===== src/rtl/tdm_pkg.sv =====
// tdm_pkg: shared types and constants for the 4-channel TDM demultiplexer.
//   state_t : frame-alignment state (HUNT = unaligned, LOCK = aligned)
//   NSLOT   : number of TDM slots / channels
//   SLOT_W  : width of the slot counter
package tdm_pkg;

    typedef enum logic {
        HUNT,
        LOCK
    } state_t;

    localparam int NSLOT  = 4;
    localparam int SLOT_W = 2;

endpackage


===== src/rtl/tdm_chan_acc.sv =====
// tdm_chan_acc: per-channel word accumulator.
//   clk, rst_n : clock, asynchronous active-low reset
//   clr        : discard the partial word
//   cap        : shift d into the partial word this cycle
//   last       : this capture completes the word
//   d          : serial bit
//   word       : last completed word, held until the next completion
//   wv         : one-cycle pulse when word is updated
module tdm_chan_acc #(
    parameter int W         = 8,
    parameter bit MSB_FIRST = 1'b1
) (
    input  logic         clk,
    input  logic         rst_n,
    input  logic         clr,
    input  logic         cap,
    input  logic         last,
    input  logic         d,
    output logic [W-1:0] word,
    output logic         wv
);

    logic [W-1:0] sr;
    logic [W-1:0] sr_base;
    logic [W-1:0] sr_next;

    // A capture coinciding with clr starts a fresh word from this bit.
    always_comb begin
        sr_base = clr ? '0 : sr;
        if (MSB_FIRST) begin
            sr_next = {sr_base[W-2:0], d};
        end else begin
            sr_next = {d, sr_base[W-1:1]};
        end
    end

    always_ff @(posedge clk or negedge rst_n) begin
        if (!rst_n) begin
            sr   <= '0;
            word <= '0;
            wv   <= 1'b0;
        end else begin
            wv <= 1'b0;
            if (cap) begin
                sr <= sr_next;
                wv <= last;
                if (last) begin
                    word <= sr_next;
                end
            end else if (clr) begin
                sr <= '0;
            end
        end
    end

endmodule


===== src/rtl/tdm_demux4.sv =====
// tdm_demux4: 4-channel TDM demultiplexer with frame-sync lock.
//   clk, rst_n : clock, asynchronous active-low reset
//   e          : active-low enable (1 = stall)
//   sync       : frame marker, high with the slot-0 bit
//   d          : serial TDM data
//   y          : registered demux bit, y[k] = d for the slot captured
//   ystb       : one-hot strobe of the slot captured last cycle
//   q          : channel words, channel k at q[k*W +: W]
//   qv         : per-channel word-valid pulse
//   err        : one-cycle pulse on a sync violation
module tdm_demux4
    import tdm_pkg::*;
#(
    parameter int W         = 8,
    parameter bit MSB_FIRST = 1'b1
) (
    input  logic             clk,
    input  logic             rst_n,
    input  logic             e,
    input  logic             sync,
    input  logic             d,
    output logic [NSLOT-1:0] y,
    output logic [NSLOT-1:0] ystb,
    output logic [NSLOT*W-1:0] q,
    output logic [NSLOT-1:0] qv,
    output logic             err
);

    localparam int CW = (W > 2) ? $clog2(W) : 1;
    localparam logic [CW-1:0]     LAST_BIT  = CW'(W - 1);
    localparam logic [SLOT_W-1:0] LAST_SLOT = SLOT_W'(NSLOT - 1);

    state_t            state;
    logic [SLOT_W-1:0] slot;
    logic [CW-1:0]     bitcnt;

    logic [NSLOT-1:0]  cap_ch;
    logic              cap_last;
    logic              clr_all;
    logic              viol;

    // Capture decode for the current enabled cycle.
    always_comb begin
        cap_ch   = '0;
        cap_last = 1'b0;
        clr_all  = 1'b0;
        viol     = 1'b0;
        if (!e) begin
            case (state)
                HUNT: begin
                    if (sync) begin
                        cap_ch[0] = 1'b1;
                        clr_all   = 1'b1;
                    end
                end
                LOCK: begin
                    if (slot == '0) begin
                        if (sync) begin
                            cap_ch[0] = 1'b1;
                            cap_last  = (bitcnt == LAST_BIT);
                        end else begin
                            viol    = 1'b1;
                            clr_all = 1'b1;
                        end
                    end else if (sync) begin
                        // Early sync: restart the frame with this bit as ch0 bit 0.
                        viol      = 1'b1;
                        clr_all   = 1'b1;
                        cap_ch[0] = 1'b1;
                    end else begin
                        cap_ch[slot] = 1'b1;
                        cap_last     = (bitcnt == LAST_BIT);
                    end
                end
                default: ;
            endcase
        end
    end

    always_ff @(posedge clk or negedge rst_n) begin
        if (!rst_n) begin
            state  <= HUNT;
            slot   <= '0;
            bitcnt <= '0;
            y      <= '0;
            ystb   <= '0;
            err    <= 1'b0;
        end else begin
            ystb <= cap_ch;
            y    <= cap_ch & {NSLOT{d}};
            err  <= viol;
            if (!e) begin
                case (state)
                    HUNT: begin
                        if (sync) begin
                            state  <= LOCK;
                            slot   <= SLOT_W'(1);
                            bitcnt <= '0;
                        end
                    end
                    LOCK: begin
                        if (viol) begin
                            bitcnt <= '0;
                            if (sync) begin
                                slot <= SLOT_W'(1);
                            end else begin
                                state <= HUNT;
                                slot  <= '0;
                            end
                        end else begin
                            slot <= slot + 1'b1;
                            if (slot == LAST_SLOT) begin
                                bitcnt <= (bitcnt == LAST_BIT) ? '0 : bitcnt + 1'b1;
                            end
                        end
                    end
                    default: state <= HUNT;
                endcase
            end
        end
    end

    for (genvar k = 0; k < NSLOT; k++) begin : g_ch
        tdm_chan_acc #(
            .W         (W),
            .MSB_FIRST (MSB_FIRST)
        ) u_acc (
            .clk   (clk),
            .rst_n (rst_n),
            .clr   (clr_all),
            .cap   (cap_ch[k]),
            .last  (cap_last),
            .d     (d),
            .word  (q[k*W +: W]),
            .wv    (qv[k])
        );
    end

endmodule


===== config.mk =====
export PLATFORM = sky130hd
export DESIGN_NAME = tdm_demux4
export DESIGN_NICKNAME = d
export VERILOG_FILES = /design/src/rtl/tdm_pkg.sv /design/src/rtl/tdm_chan_acc.sv /design/src/rtl/tdm_demux4.sv
export SDC_FILE = /design/constraint.sdc
export NUM_CORES = 1
export LEC_CHECK = 0
export CAP_MARGIN = 20
export CORE_MARGIN = 4
export CORE_UTILIZATION = 53
export CTS_CLUSTER_DIAMETER = 60
export DETAILED_ROUTE_END_ITERATION = 12
export GPL_ROUTABILITY_DRIVEN = 1
export PLACE_DENSITY = 0.78
export REMOVE_ABC_BUFFERS = 1
export SYNTH_ARGS = -nofsm -noshare
export SYNTH_HDL_FRONTEND = slang
export SYNTH_SLANG_ARGS = --single-unit

===== constraint.sdc =====
create_clock -name clk -period 1.99 [get_ports clk]
set_clock_uncertainty 0.05 [all_clocks]
set_input_delay 0.398 -clock clk [delete_from_list [all_inputs] [get_ports clk]]
set_output_delay 0.398 -clock clk [all_outputs]
set_load 0.01 [all_outputs]

# Yosys cells after proc, flatten, opt, wreduce, memory -nomap -nowiden
# Cells that the tools add are included.
# W data, S select, Z words.
[word_totals]
output_inout_bits = 45
elab_cells = 81
reg_bits = 79
input_bits = 5
[op_classes]
bitwise = 3
eq_ne = 4
n_mux = 44
add_sub_neg = 2
magnitude_cmp = 2
reduce_logical = 8
[ops]
columns = ["cell", "n"]
rows = [
  ["$mux W7", 8],
  ["$mux W3", 7],
  ["$mux W1", 20],
  ["$reduce_and A2 Y1", 5],
  ["$pmux W1 S2", 3],
  ["$pmux W3 S2", 1],
  ["$and A4 B4 Y4", 1],
  ["$mux W2", 2],
  ["$mux W4", 1],
  ["$pmux W2 S2", 1],
  ["$add A3 B1 Y3 const B", 1],
  ["$eq A3 B3 Y1 const B", 1],
  ["$lt A2 B3 Y1 const B", 1],
  ["$ne A3 B1 Y1 const B", 1],
  ["$reduce_and A3 Y1", 1],
  ["$add A2 B1 Y2 const B", 1],
  ["$demux W1 S2", 1],
  ["$eq A2 B2 Y1 const B", 1],
  ["$ge A2 B1 Y1 const B", 1],
  ["$logic_not A2 Y1", 1],
  ["$ne A2 B2 Y1 const B", 1],
  ["$not A1 Y1", 2],
  ["$logic_and A1 B1 Y1", 1],
]

# Longest topological paths before layout
# Gate-level depths: netlist of run 1.
[depth]
depth_word = 9
depth_mapped = 7
mapped_depth_nobuf = 5

# Cells and area by module
# Synthesis of run 1 repeated with hierarchy kept, for this count alone.
[hier_totals]
cells_unflattened = 256
area_unflattened_um2 = 3488.3
[modules_own_cells]
columns = ["module", "area_each_um2", "cells_each", "seq_area_each_um2", "n_inst"]
rows = [
  ["tdm_chan_acc", 695.7, 50, 400.4, 4],
  ["tdm_demux4", 705.7, 56, 375.4, 1],
]

# Worst setup path after synthesis of run 1
# No wires, ideal clock.
[synth_path]
path_kind = "flip-flop to flip-flop"
startpoint = "register slot[0]"
endpoint = "register g_ch[2].u_acc.word[7]"
path_slack_ps = 158
stages_incl_launch_ff = 7
synth_period_minus_slack_ps = 1832
t_required_ps = 1815
arrival_ps = 1657
setup_ps = 125
cell_sequence = "dfrtp_1 -> inv_1 -> ha_1 -> buf_6 -> nor3b_4 -> nand3_4 -> mux2_4"
[synth_via]
elab_chain_len = 9
[synth_rtl]
columns = ["item", "line", "text"]
rows = [
  ["start: declaration", "tdm_demux4.sv:34", "logic [SLOT_W-1:0] slot;"],
  ["start signal: assignment", "tdm_demux4.sv:111", "slot <= slot + 1'b1;"],
  ["$lt A2 B3 Y1 (not written as such) / $ge A2 B1 Y1 (equally long branches)", "tdm_demux4.sv:71", "cap_ch[slot] = 1'b1;"],
  ["$logic_and A1 B1 Y1 (not written as such)", "tdm_demux4.sv:71", ""],
  ["$mux W1 (not written as such)", "tdm_demux4.sv:71", ""],
  ["$demux W1 S2", "tdm_demux4.sv:71", ""],
  ["$mux W3", "tdm_demux4.sv:65", "end else if (sync) begin"],
  ["$mux W3", "tdm_demux4.sv:57", "if (slot == '0) begin"],
  ["$mux W3", "tdm_demux4.sv:49", "case (state)"],
  ["$mux W4", "tdm_demux4.sv:48", "if (!e) begin"],
  ["$reduce_and A2 Y1 (no source line)", "-", ""],
  ["end signal: assignment", "tdm_chan_acc.sv:48", "word <= sr_next;"],
  ["end: declaration", "tdm_chan_acc.sv:19", "output logic [W-1:0] word,"],
]
# Parallel ways exist; a longest one is shown, timed or not.
# A chain may end at the register's enable or synchronous reset.

# Final worst setup path of run 1
[layout_path]
startpoint = "register slot[0]"
endpoint = "register g_ch[1].u_acc.sr[3]"
[layout_via]
elab_chain_len = 9
[layout_rtl]
columns = ["item", "line", "text"]
rows = [
  ["$lt A2 B3 Y1 (not written as such) / $ge A2 B1 Y1 (equally long branches)", "tdm_demux4.sv:71", ""],
  ["$logic_and A1 B1 Y1 (not written as such)", "tdm_demux4.sv:71", ""],
  ["$mux W1 (not written as such)", "tdm_demux4.sv:71", ""],
  ["$demux W1 S2", "tdm_demux4.sv:71", ""],
  ["$mux W3", "tdm_demux4.sv:65", ""],
  ["$mux W3", "tdm_demux4.sv:57", ""],
  ["$mux W3", "tdm_demux4.sv:49", ""],
  ["$mux W4", "tdm_demux4.sv:48", ""],
  ["$mux W7 *", "tdm_chan_acc.sv:44", "if (cap) begin"],
  ["end signal: assignment", "tdm_chan_acc.sv:45", "sr <= sr_next;"],
  ["end: declaration", "tdm_chan_acc.sv:23", "logic [W-1:0] sr;"],
]
# Mark *: on every way between the ends. The rest lies on a longest branch, timed or not.

==> impl_metrics.json, run 1 <==
{
  "dp_hpwl_mm": 4.40,
  "hold_violations": 0,
  "worstSkewPairLatency_ns": 0.35,
  "worstPathRequired_ns": 2.17,
  "synth_warnings": 0,
  "yosysSeqAreaShare": 0.596,
  "fin_crit_sh": 0.922,
  "start_kind": "flip-flop",
  "dieHeight_um": 87.1,
  "max_freq_mhz": 545,
  "path_cells": "inv_1 -> ha_2 -> or3b_2 -> o21ai_0 -> a21oi_1",
  "worst_pin_slew_ns": 0.370,
  "routed_via_density": 5.43,
  "synthArstFlopShare": 1.00,
  "drt_first_pass_iters": 4,
  "nNetsFinal": 356,
  "synth_seq_cells": 79,
  "crit_fanout": 12,
  "maxCapViolCount": 0,
  "grt_max_degree": 52,
  "cts_buffers": 9,
  "ios": 50,
  "status": "finished, final reports clean",
  "diodes": 0,
  "slowest_stage": "or3b_2",
  "grt_setup_unrepaired": "false",
  "die_w_um": 87.1,
  "synth_cells": 274,
  "ant_nets": 0,
  "path_clk_slew_ns": 0.08,
  "syn_avg_cell_area_um2": 12.1,
  "slew_violations": 0,
  "utilization": 0.716,
  "r2r-start": "slot[0]",
  "ir_worst_vdd_uv": 574,
  "vias": 2307,
  "root_buffer": "clkbuf_8",
  "h-tree-depth": 3,
  "gr-total-overflow": 0,
  "powerDensity_mw_per_mm2": 928,
  "netlist_area_mm2": 0.00332,
  "critPathArrivalTime_ns": 2.02,
  "area_delta_synth_final_pct": 29.2,
  "port_buffers": 49,
  "dieArea_mm2": 0.00759,
  "holdCritPathClass": "primary input to async pin",
  "drc": 0,
  "setup_violations": 0,
  "leakagePower_nw": 2.01,
  "fin_cells": 425,
  "grt_pass1_vias": 2366,
  "path_delay_family": "simple AND/OR/NAND/NOR gates",
  "antenna_found_initial": 0,
  "dp.cells": 408,
  "drive_gt1_frac": 0.234,
  "r2r_setup_slack_ns": 0.15,
  "post_cts.repair.setup_buffers": 0,
  "path_buf_inv": 1,
  "wl_per_cell_um": 15.1,
  "cpPeakStageDelay_ns": 0.55,
  "cts.sink_count": 79,
  "timing.rr.end": "g_ch[1].u_acc.sr[3]",
  "wl_mm": 6.41,
  "place_congestion": 0.840,
  "clock_path_buffers": 2,
  "yosysUniqueCellTypes": 42,
  "synth_edf_count": 0,
  "cts_tree": "done",
  "synth_ff_type": "dfrtp_1",
  "drt_iter0_drc": 98,
  "nFillCells": 417,
  "grt_use_total": 0.187,
  "num_rows": 28,
  "grt_pass1_wl_mm": 11.0,
  "slew_headroom": 0.754,
  "cp-end-kind": "flip-flop",
  "r2r_cells": 5,
  "min_period_ns": 1.84,
  "startpoint": "slot[0]",
  "path_class": "flip-flop to flip-flop",
  "start_util": 0.554,
  "coreArea_mm2": 0.00599
}
-- cell usage in the layout (no fill, tap or decap), drive strengths merged, types with 3 or more instances in the layout --
cell and instances:
a21oi 25, clkdlybuf4s50 48, clkbuf 10, mux2 25, o21bai 4, o2bb2ai 7, and3 3, o21ai 23
nand3 22, bufinv 4, nor2 3, dfrtp 79, inv 8, buf 30, clkinv 3, nand2 22
ha 6, a22o 3
-- sequential cells by signal, indices dropped and copies added, names as in the netlist --
signal	cells
bitcnt	3
state	1
g_ch.u_acc.sr	28
g_ch.u_acc.wv	4
err	1
slot	2
g_ch.u_acc.word	32
y	4
ystb	4
-- through the flow --
step / setup TNS (ns) / setup WS [ns] / area [um^2] / hold slack (ns) / power (mW)
after floorplan: -1.24 / -0.101 / 3200 / 0.0524 / 2.14
after CTS: 0 / 0.0218 / 4290 / 0.452 / 4.00
final: 0 / 0.154 / 4290 / 0.446 / 3.98
after global placement: -0.0610 / -0.0153 / 4020 / 0.289 / 2.45
after detailed placement: -0.530 / -0.109 / 4020 / 0.293 / 2.47
after global routing: 0 / 0.0430 / 4290 / 0.468 / 4.16
-- kinds of logic (layout without fill, tap and decap cells) --
kind of cell,after synthesis,count (layout),share of synthesized area
buffers and inverters,29,105,0.0464
AND/OR/NAND/NOR,66,66,0.123
flip-flops,79,79,0.596
multiplexers,25,25,0.0859
adder cells (fa/ha/maj),6,6,0.0226
XOR/XNOR,1,1,0.00264
AO/OA/AOI/OAI,68,68,0.124
-- power breakdown --
group / switching [mW] / total (mW) / internal, mW
logic: 0.388 / 0.691 / 0.303
registers: 0.0765 / 1.76 / 1.68
clock network: 0.574 / 1.53 / 0.958
total: 1.04 / 3.98 / 2.94
-- cells in the mapped netlist, types with 2 or more instances --
library cell / n / area share
dfrtp_1: 79 / 0.60
nor2b_1: 2 / 0.0038
o21ai_0: 23 / 0.035
buf_2: 6 / 0.0090
inv_1: 8 / 0.0090
nor3b_4: 2 / 0.011
nand2b_1: 2 / 0.0038
buf_4: 8 / 0.018
o2bb2ai_1: 7 / 0.018
o21bai_1: 4 / 0.0090
nand2_1: 22 / 0.025
nor2_1: 3 / 0.0034
a22o_1: 3 / 0.0079
ha_1: 6 / 0.023
nand3_1: 19 / 0.029
clkbuf_1: 4 / 0.0045
a21oi_1: 24 / 0.036
mux2_2: 24 / 0.081
and3_1: 3 / 0.0057
clkinv_1: 2 / 0.0023
nand3_4: 2 / 0.011
-- metal layers --
layer,global-route usage,vias up,share of wire,wire length [um]
met1,0.244,1148,0.45,2870
met2,0.302,46,0.50,3200
met5,0,-,0,0
met3,0.0322,10,0.035,222
li1,-,1103,-,-
met4,0.0962,0,0.019,123
-- worst register-to-register path: cells and delay by family (launching register included) --
kind	cells	cell delay, ns
AND/OR/NAND/NOR	1	0.55
flip-flops	1	0.41
AO/OA/AOI/OAI	2	0.35
adder cells (fa/ha/maj)	1	0.28
buffers and inverters	1	0.08
-- layout make-up --
class,instances,area [um^2],area share
clock inverter,6,133,0.0309
clock buffer,10,128,0.0298
multi-input combinational,166,1190,0.278
tap,75,93.8,0.0219
sequential,79,1980,0.461
timing repair buffer,79,728,0.170
inverter,10,37.5,0.00875
-- worst max-delay path by stage --
stage | to | depth (start not counted)
global route | bitcnt[1] | 6
finish | g_ch[1].u_acc.sr[3] | 5
global placement | g_ch[1].u_acc.sr[3] | 5
detailed placement | g_ch[1].u_acc.sr[3] | 5
CTS | bitcnt[1] | 6
floorplan | g_ch[0].u_acc.sr[0] | 5
-- repair_timing --
| item | CTS | global route |
|---|---|---|
| hold buffers | 1 | 0 |
| gates resized for setup | 0 | 1 |
| hold endpoints to repair | 28 | 0 |
| setup endpoints to repair | 0 | 20 |
No activity file was read; power rests on OpenSTA's default activity.
==> inputs of run 2 (changes only) <==
CAP_MARGIN = 0   (was 20)
==> results of run 2 <==
Final layout, timing and power as in run 1 (identical DEF).
